<file path="config.mk">
export PLATFORM = sky130hd
export DESIGN_NAME = sram_b_rd_stream
export DESIGN_NICKNAME = d
export VERILOG_FILES = /design/src/rtl/sram_b_stream_pkg.sv /design/src/rtl/sram_b_rd_fifo.sv /design/src/rtl/sram_b_rd_stream.sv
export SDC_FILE = /design/constraint.sdc
export NUM_CORES = 1
export LEC_CHECK = 0
export ABC_CLOCK_PERIOD_IN_PS = 3000
export BUFFER_PORTS_ARGS = -buffer_cell sky130_fd_sc_hd__buf_2
export CAP_MARGIN = 20
export CELL_PAD_IN_SITES_DETAIL_PLACEMENT = 1
export CELL_PAD_IN_SITES_GLOBAL_PLACEMENT = 1
export CORE_ASPECT_RATIO = 1.1
export CORE_UTILIZATION = 35
export CTS_BUF_LIST = sky130_fd_sc_hd__clkbuf_4
export CTS_CLUSTER_DIAMETER = 60
export DETAILED_ROUTE_END_ITERATION = 6
export HOLD_SLACK_MARGIN = 0.15
export PLACE_DENSITY = 0.78
export SLEW_MARGIN = 10
export SYNTH_ARGS = -nofsm -noshare
export SYNTH_HDL_FRONTEND = slang
export SYNTH_SLANG_ARGS = --single-unit
</file>
<file path="constraint.sdc">
create_clock -name CLK -period 3 [get_ports CLK]
set_input_delay 0.15 -clock CLK [delete_from_list [all_inputs] [get_ports CLK]]
set_output_delay 0.15 -clock CLK [all_outputs]
set_load 0.005 [all_outputs]
</file>
<file path="src/rtl/sram_b_stream_pkg.sv">
// Shared types and default widths for the sram_b burst read engine.
package sram_b_stream_pkg;

    localparam int SRAM_B_ADDR_W = 18;
    localparam int SRAM_B_DATA_W = 8;

    typedef enum logic [1:0] {
        IDLE  = 2'd0,
        ISSUE = 2'd1,
        DRAIN = 2'd2
    } rd_state_e;

    // One buffered read word together with its end-of-burst marker.
    typedef struct packed {
        logic                     last;
        logic [SRAM_B_DATA_W-1:0] data;
    } rd_entry_t;

endpackage

</file>
<file path="src/rtl/sram_b_rd_fifo.sv">
// Synchronous first-word-fall-through FIFO. When empty, a pushed word is
// visible on the output in the same cycle, so push+pop at empty passes the
// word straight through without changing the count.
module sram_b_rd_fifo
    import sram_b_stream_pkg::*;
#(
    parameter int WIDTH = 9,
    parameter int DEPTH = 4
) (
    input  logic                       clk_sys_i,
    input  logic                       rst_i,
    input  logic                       push_i,
    input  logic [WIDTH-1:0]           push_data_i,
    input  logic                       pop_i,
    output logic [WIDTH-1:0]           pop_data_o,
    output logic                       full_o,
    output logic                       empty_o,
    output logic [$clog2(DEPTH+1)-1:0] count_o
);

    localparam int PTR_W = (DEPTH > 1) ? $clog2(DEPTH) : 1;
    localparam int CNT_W = $clog2(DEPTH + 1);

    logic [WIDTH-1:0] mem_q [DEPTH];
    logic [PTR_W-1:0] wr_ptr_q, rd_ptr_q;
    logic [CNT_W-1:0] count_q;
    logic             do_pop;

    function automatic logic [PTR_W-1:0] ptr_inc(input logic [PTR_W-1:0] p);
        return (p == PTR_W'(DEPTH - 1)) ? '0 : p + PTR_W'(1);
    endfunction

    assign do_pop     = pop_i && ((count_q != '0) || push_i);
    assign empty_o    = (count_q == '0) && !push_i;
    assign full_o     = (count_q == CNT_W'(DEPTH));
    assign count_o    = count_q;
    assign pop_data_o = (count_q == '0) ? push_data_i : mem_q[rd_ptr_q];

    // Pointer and occupancy bookkeeping.
    always_ff @(posedge clk_sys_i) begin
        if (rst_i) begin
            wr_ptr_q <= '0;
            rd_ptr_q <= '0;
            count_q  <= '0;
        end else begin
            if (push_i) wr_ptr_q <= ptr_inc(wr_ptr_q);
            if (do_pop) rd_ptr_q <= ptr_inc(rd_ptr_q);
            case ({push_i, do_pop})
                2'b10:   count_q <= count_q + CNT_W'(1);
                2'b01:   count_q <= count_q - CNT_W'(1);
                default: count_q <= count_q;
            endcase
        end
    end

    // Storage write; contents need no reset because the pointers gate visibility.
    always_ff @(posedge clk_sys_i) begin
        if (push_i) mem_q[wr_ptr_q] <= push_data_i;
    end

    // Overflow is impossible if the producer honours its credit limit.
    assert property (@(posedge clk_sys_i) disable iff (rst_i) !(push_i && full_o && !pop_i));

endmodule

</file>
<file path="src/rtl/sram_b_rd_stream.sv">
// Burst read engine for the sram_b read port: issues credit-gated reads,
// captures Q1 one cycle later and streams words out with a last marker.
//
// state | meaning
// IDLE  | ready for a request; zero-length request only pulses done
// ISSUE | one read per cycle while buffer credit is available
// DRAIN | all reads issued; wait for the last beat to be taken
module sram_b_rd_stream
    import sram_b_stream_pkg::*;
#(
    parameter int ADDR_W     = SRAM_B_ADDR_W,
    parameter int DATA_W     = SRAM_B_DATA_W,
    parameter int LEN_W      = ADDR_W + 1,
    parameter int FIFO_DEPTH = 4
) (
    input  logic              CLK,
    input  logic              RST,
    input  logic              req_valid,
    output logic              req_ready,
    input  logic [ADDR_W-1:0] req_addr,
    input  logic [LEN_W-1:0]  req_len,
    output logic              out_valid,
    input  logic              out_ready,
    output logic [DATA_W-1:0] out_data,
    output logic              out_last,
    output logic              done,
    output logic              CE1,
    output logic [ADDR_W-1:0] A1,
    input  logic [DATA_W-1:0] Q1
);

    localparam int CNT_W = $clog2(FIFO_DEPTH + 1);

    rd_state_e         state_q, state_d;
    logic [ADDR_W-1:0] addr_q, addr_d;
    logic [LEN_W-1:0]  rem_q, rem_d;
    logic              inflight_q, last_tag_q, done_q, done_d;
    logic              issue, issue_last, credit, pop;
    logic              fifo_full, fifo_empty;
    logic [CNT_W-1:0]  fifo_count;
    rd_entry_t         push_entry, pop_entry;

    // Credit counts the read still in the SRAM pipe so the buffer can never overflow.
    assign credit = !fifo_full && ((int'(fifo_count) + int'(inflight_q)) < FIFO_DEPTH);

    assign req_ready  = (state_q == IDLE) && !RST;
    assign CE1        = issue;
    assign A1         = addr_q;
    assign done       = done_q;
    assign out_valid  = !fifo_empty;
    assign out_data   = pop_entry.data;
    assign out_last   = pop_entry.last;
    assign pop        = out_valid && out_ready;
    assign push_entry = '{last: last_tag_q, data: Q1};

    // Next-state, read issue and completion decode.
    always_comb begin
        state_d    = state_q;
        addr_d     = addr_q;
        rem_d      = rem_q;
        issue      = 1'b0;
        issue_last = 1'b0;
        done_d     = 1'b0;
        unique case (state_q)
            IDLE: begin
                if (req_valid) begin
                    if (req_len == '0) begin
                        done_d = 1'b1;
                    end else begin
                        addr_d  = req_addr;
                        rem_d   = req_len;
                        state_d = ISSUE;
                    end
                end
            end
            ISSUE: begin
                if (credit) begin
                    issue  = 1'b1;
                    addr_d = addr_q + ADDR_W'(1);
                    rem_d  = rem_q - LEN_W'(1);
                    if (rem_q == LEN_W'(1)) begin
                        issue_last = 1'b1;
                        state_d    = DRAIN;
                    end
                end
            end
            DRAIN: begin
                if (pop && out_last) begin
                    state_d = IDLE;
                    done_d  = 1'b1;
                end
            end
            default: state_d = IDLE;
        endcase
    end

    // State, burst counters and the one-cycle read pipeline stage.
    always_ff @(posedge CLK) begin
        if (RST) begin
            state_q    <= IDLE;
            addr_q     <= '0;
            rem_q      <= '0;
            inflight_q <= 1'b0;
            last_tag_q <= 1'b0;
            done_q     <= 1'b0;
        end else begin
            state_q    <= state_d;
            addr_q     <= addr_d;
            rem_q      <= rem_d;
            inflight_q <= issue;
            last_tag_q <= issue_last;
            done_q     <= done_d;
        end
    end

    sram_b_rd_fifo #(
        .WIDTH ($bits(rd_entry_t)),
        .DEPTH (FIFO_DEPTH)
    ) u_fifo (
        .clk_sys_i   (CLK),
        .rst_i       (RST),
        .push_i      (inflight_q),
        .push_data_i (push_entry),
        .pop_i       (pop),
        .pop_data_o  (pop_entry),
        .full_o      (fifo_full),
        .empty_o     (fifo_empty),
        .count_o     (fifo_count)
    );

endmodule

</file>
==> flow_metrics.py <==
metrics = {
    "grt": {
        "grt_first_pass_wirelength_microns": 22300,
        "antenna_found_initial": 0,
        "track_usage_pct": 22.2,
        "grt.overflow.total": 0,
        "grt_pass1_vias": 4449,
        "grt_max_degree": 49,
    },
    "floorplan": {
        "die_x_microns": 109,
        "ios": 80,
        "die_y_microns": 120,
        "placementRows": 42,
        "start_util_pct": 36.3,
        "die-area_sq_um": 13000,
        "core_sq_um": 12100,
    },
    "synthesis": {
        "ys_warn_count": 0,
        "ys.flop_type": "dfxtp_1",
        "syn_avg_cell_area_sq_um": 9.37,
        "synth_cell_types": 57,
        "syn-cell-area_sq_um": 4410,
        "synthArstFlopShare_pct": 0,
        "synth_edf_count": 36,
        "syn-instance-count": 470,
        "seq_area_frac_synth_pct": 47.7,
        "synth_nets": 529,
        "ys_seq_elements": 87,
    },
    "detailed_routing": {
        "vias": 4199,
        "firstDrtPassIters": 4,
        "postRouteWirelength_microns": 13700,
        "drtAntennaViolNets": 0,
        "first_iter_violations": 169,
        "vias_per_cell": 5.61,
        "drc": 0,
        "drt-wirelength-per-cell_microns": 18.3,
    },
    "worst_setup_path": {
        "start_kind": "flop",
        "cp-end-kind": "flop",
        "crit_arrival_ns": 2.99,
        "critPathRequiredTime_ns": 3.39,
        "cp_slowest_stage_delay_ns": 0.58,
        "worstPathCellList": "or3_1 > o21ai_0 > inv_1 > ha_1 > inv_1 > fa_1 > xor2_1 > or3_1 > a21oi_1",
        "r2r-start": "u_fifo.count_o[0]$_SDFFE_PP0P_",
        "cp_slowest_cell": "or3_1",
        "cp_top_family": "simple AND/OR/NAND/NOR gates",
        "crit_start": "u_fifo.count_o[0]$_SDFFE_PP0P_",
        "crit_type": "reg2reg",
        "path_buf_inv": 2,
        "critPathMaxFanout": 10,
    },
    "clocking": {
        "clkTransAtPathRegs_ns": 0.14,
        "cts_buffer_depth": 2,
        "cts_setup_buffers": 0,
        "root_buffer": "clkbuf_4",
        "clk_latency_ns": 0.47,
        "htree_levels": 3,
        "cts_buffers": 9,
        "clock-sinks": 87,
        "cts_tree": "done",
    },
    "power_and_ir_drop": {
        "power.leakage_nw": 2.13,
        "power_w": 0.00333,
        "ir_drop_v": 0.000281,
        "power.density_nw_per_um2": 592,
    },
    "final_layout": {
        "diodes": 0,
        "design_area_sq_um": 5630,
        "most-common-layout-cells": "buf_2, nand2_1, dfxtp_1",
        "area_growth_pct": 27.7,
        "drive_above_1_share_pct": 21.3,
        "layout_commonest_cell": "buf_2",
        "layout.nets": 649,
    },
    "run_status": {
        "status": "finished clean",
    },
    "placed_design": {
        "hpwlAfterDp_microns": 9240,
        "portBuffers": 79,
        "dp_worst_setup_slack_ns": 0.421,
        "placed_cell_area_sq_um": 5010,
        "gp_congestion": 0.833,
    },
    "timing": {
        "setup_viol": 0,
        "rsz0062_at_grt": "no",
        "report.final.hold_viol_count": 0,
        "skew_ns": 0.0198,
        "fin_crit_ns": 2.61,
        "setup_slack_ns": 0.395,
        "fmaxAchievable_ghz": 0.384,
        "fin_crit_sh_pct": 86.8,
        "maxSlewHeadroom_pct": 57.3,
        "setup_tns_ns": 0,
        "slew_viol_final": 0,
        "tightest_slew_ns": 0.636,
    },
    "run": {
        "drv_cap": 0,
    },
    "min_path": {
        "hp-start": "req_len[13]",
        "hold_path_class": "in2reg",
    },
}
[state kept, by name, summed over array words and instances, names as in the netlist, named ones only]
register,cells
u_fifo.mem_q,36
rem_q,19
A1,18
u_fifo.count_o,3
state_q,2
u_fifo.rd_ptr_q,2
u_fifo.wr_ptr_q,2
done,1
inflight_q,1
last_tag_q,1
[final cells by class]
| type | instances | area, sq um |
|---|---|---|
| clock buffer | 9 | 67.6 |
| clock inverter | 7 | 95.1 |
| fill | 1420 | 6510 |
| inverter | 16 | 60.1 |
| multi-input combinational | 338 | 2150 |
| sequential | 87 | 2100 |
| tap | 154 | 193 |
| timing repair buffer | 138 | 963 |
[cell usage after synthesis (5+ instances only)]
| library cell | instances | area [sq um] |
|---|---|---|
| a211oi_1 | 16 | 120 |
| a21oi_1 | 42 | 210 |
| and2_1 | 5 | 31.3 |
| and3_1 | 5 | 31.3 |
| clkbuf_1 | 24 | 90.1 |
| dfxtp_1 | 51 | 1020 |
| edfxtp_1 | 36 | 1080 |
| ha_1 | 9 | 113 |
| inv_1 | 15 | 56.3 |
| mux4_2 | 9 | 203 |
| nand2_1 | 66 | 248 |
| nand2b_1 | 5 | 31.3 |
| nand3_1 | 11 | 55.1 |
| nand4_1 | 8 | 50.1 |
| nor2_1 | 33 | 124 |
| nor3_1 | 17 | 85.1 |
| nor4_1 | 8 | 50.1 |
| o21ai_0 | 22 | 110 |
| o22ai_1 | 5 | 31.3 |
| o31ai_1 | 6 | 45.0 |
| or3_1 | 7 | 43.8 |
| or4_1 | 5 | 37.5 |
[what timing repair did]
item / 4_1_cts / 5_1_grt
hold endpoints to repair: 69 / 0
hold buffers: 45 / 0
gates resized for setup: 0 / 0
endpoints found under the setup margin: 0 / 0
[layer usage]
metal	track usage [%]	vias to the layer above	part of all wire, %
met1	27.3	2051	42
met4	8.87	0	2.0
met5	0	-	0
met3	3.53	24	4.5
li1	-	2006	-
met2	38.1	118	51
[final timing paths]
kind         cells past startpoint                             end  slack [ns]
max                              9  u_fifo.count_o[2]$_SDFFE_PP0P_        0.39
min                              4          rem_q[13]$_SDFFE_PP0P_        0.20
max reg2reg                      9  u_fifo.count_o[2]$_SDFFE_PP0P_        0.39
min reg2reg                      2           rem_q[7]$_SDFFE_PP0P_        0.48
[kinds of logic (layout without fill, tap and decap cells)]
kind of cell	after synthesis	after routing	share of synthesized area, %
DFF	87	87	47.7
buffers and inverters	45	170	3.89
adders and majority gates	10	10	3.01
muxes	10	10	4.83
AOI/OAI and AO/OA	135	135	20.3
and+or+nand+nor	180	180	19.7
xor gates and xnor gates	3	3	0.597
[worst register-to-register path: stages, from the launching register on]
cell and delay, ns:
dfxtp_1 0.38, or3_1 0.58, o21ai_0 0.44, inv_1 0.13, ha_1 0.24, inv_1 0.08, fa_1 0.17, xor2_1 0.08
or3_1 0.31, a21oi_1 0.14
[through the flow]
| step | utilization, % | std cells | hold slack [ns] |
|---|---|---|---|
| after floorplan | - | 470 | 0.249 |
| after global placement | 41.3 | 688 | 0.379 |
| after detailed placement | 41.3 | 688 | 0.393 |
| after CTS | 46.4 | 749 | 0.175 |
| after global routing | 46.4 | 749 | 0.211 |
| final | 46.4 | 749 | 0.203 |
[power breakdown]
part	leakage [nW]	total, W	internal (W)	switching (W)
registers	0.746	0.00145	0.00133	0.000120
logic	1.30	0.00110	0.000482	0.000620
clock network	0.0883	0.000775	0.000341	0.000434
No activity file was read; power rests on OpenSTA's default activity.
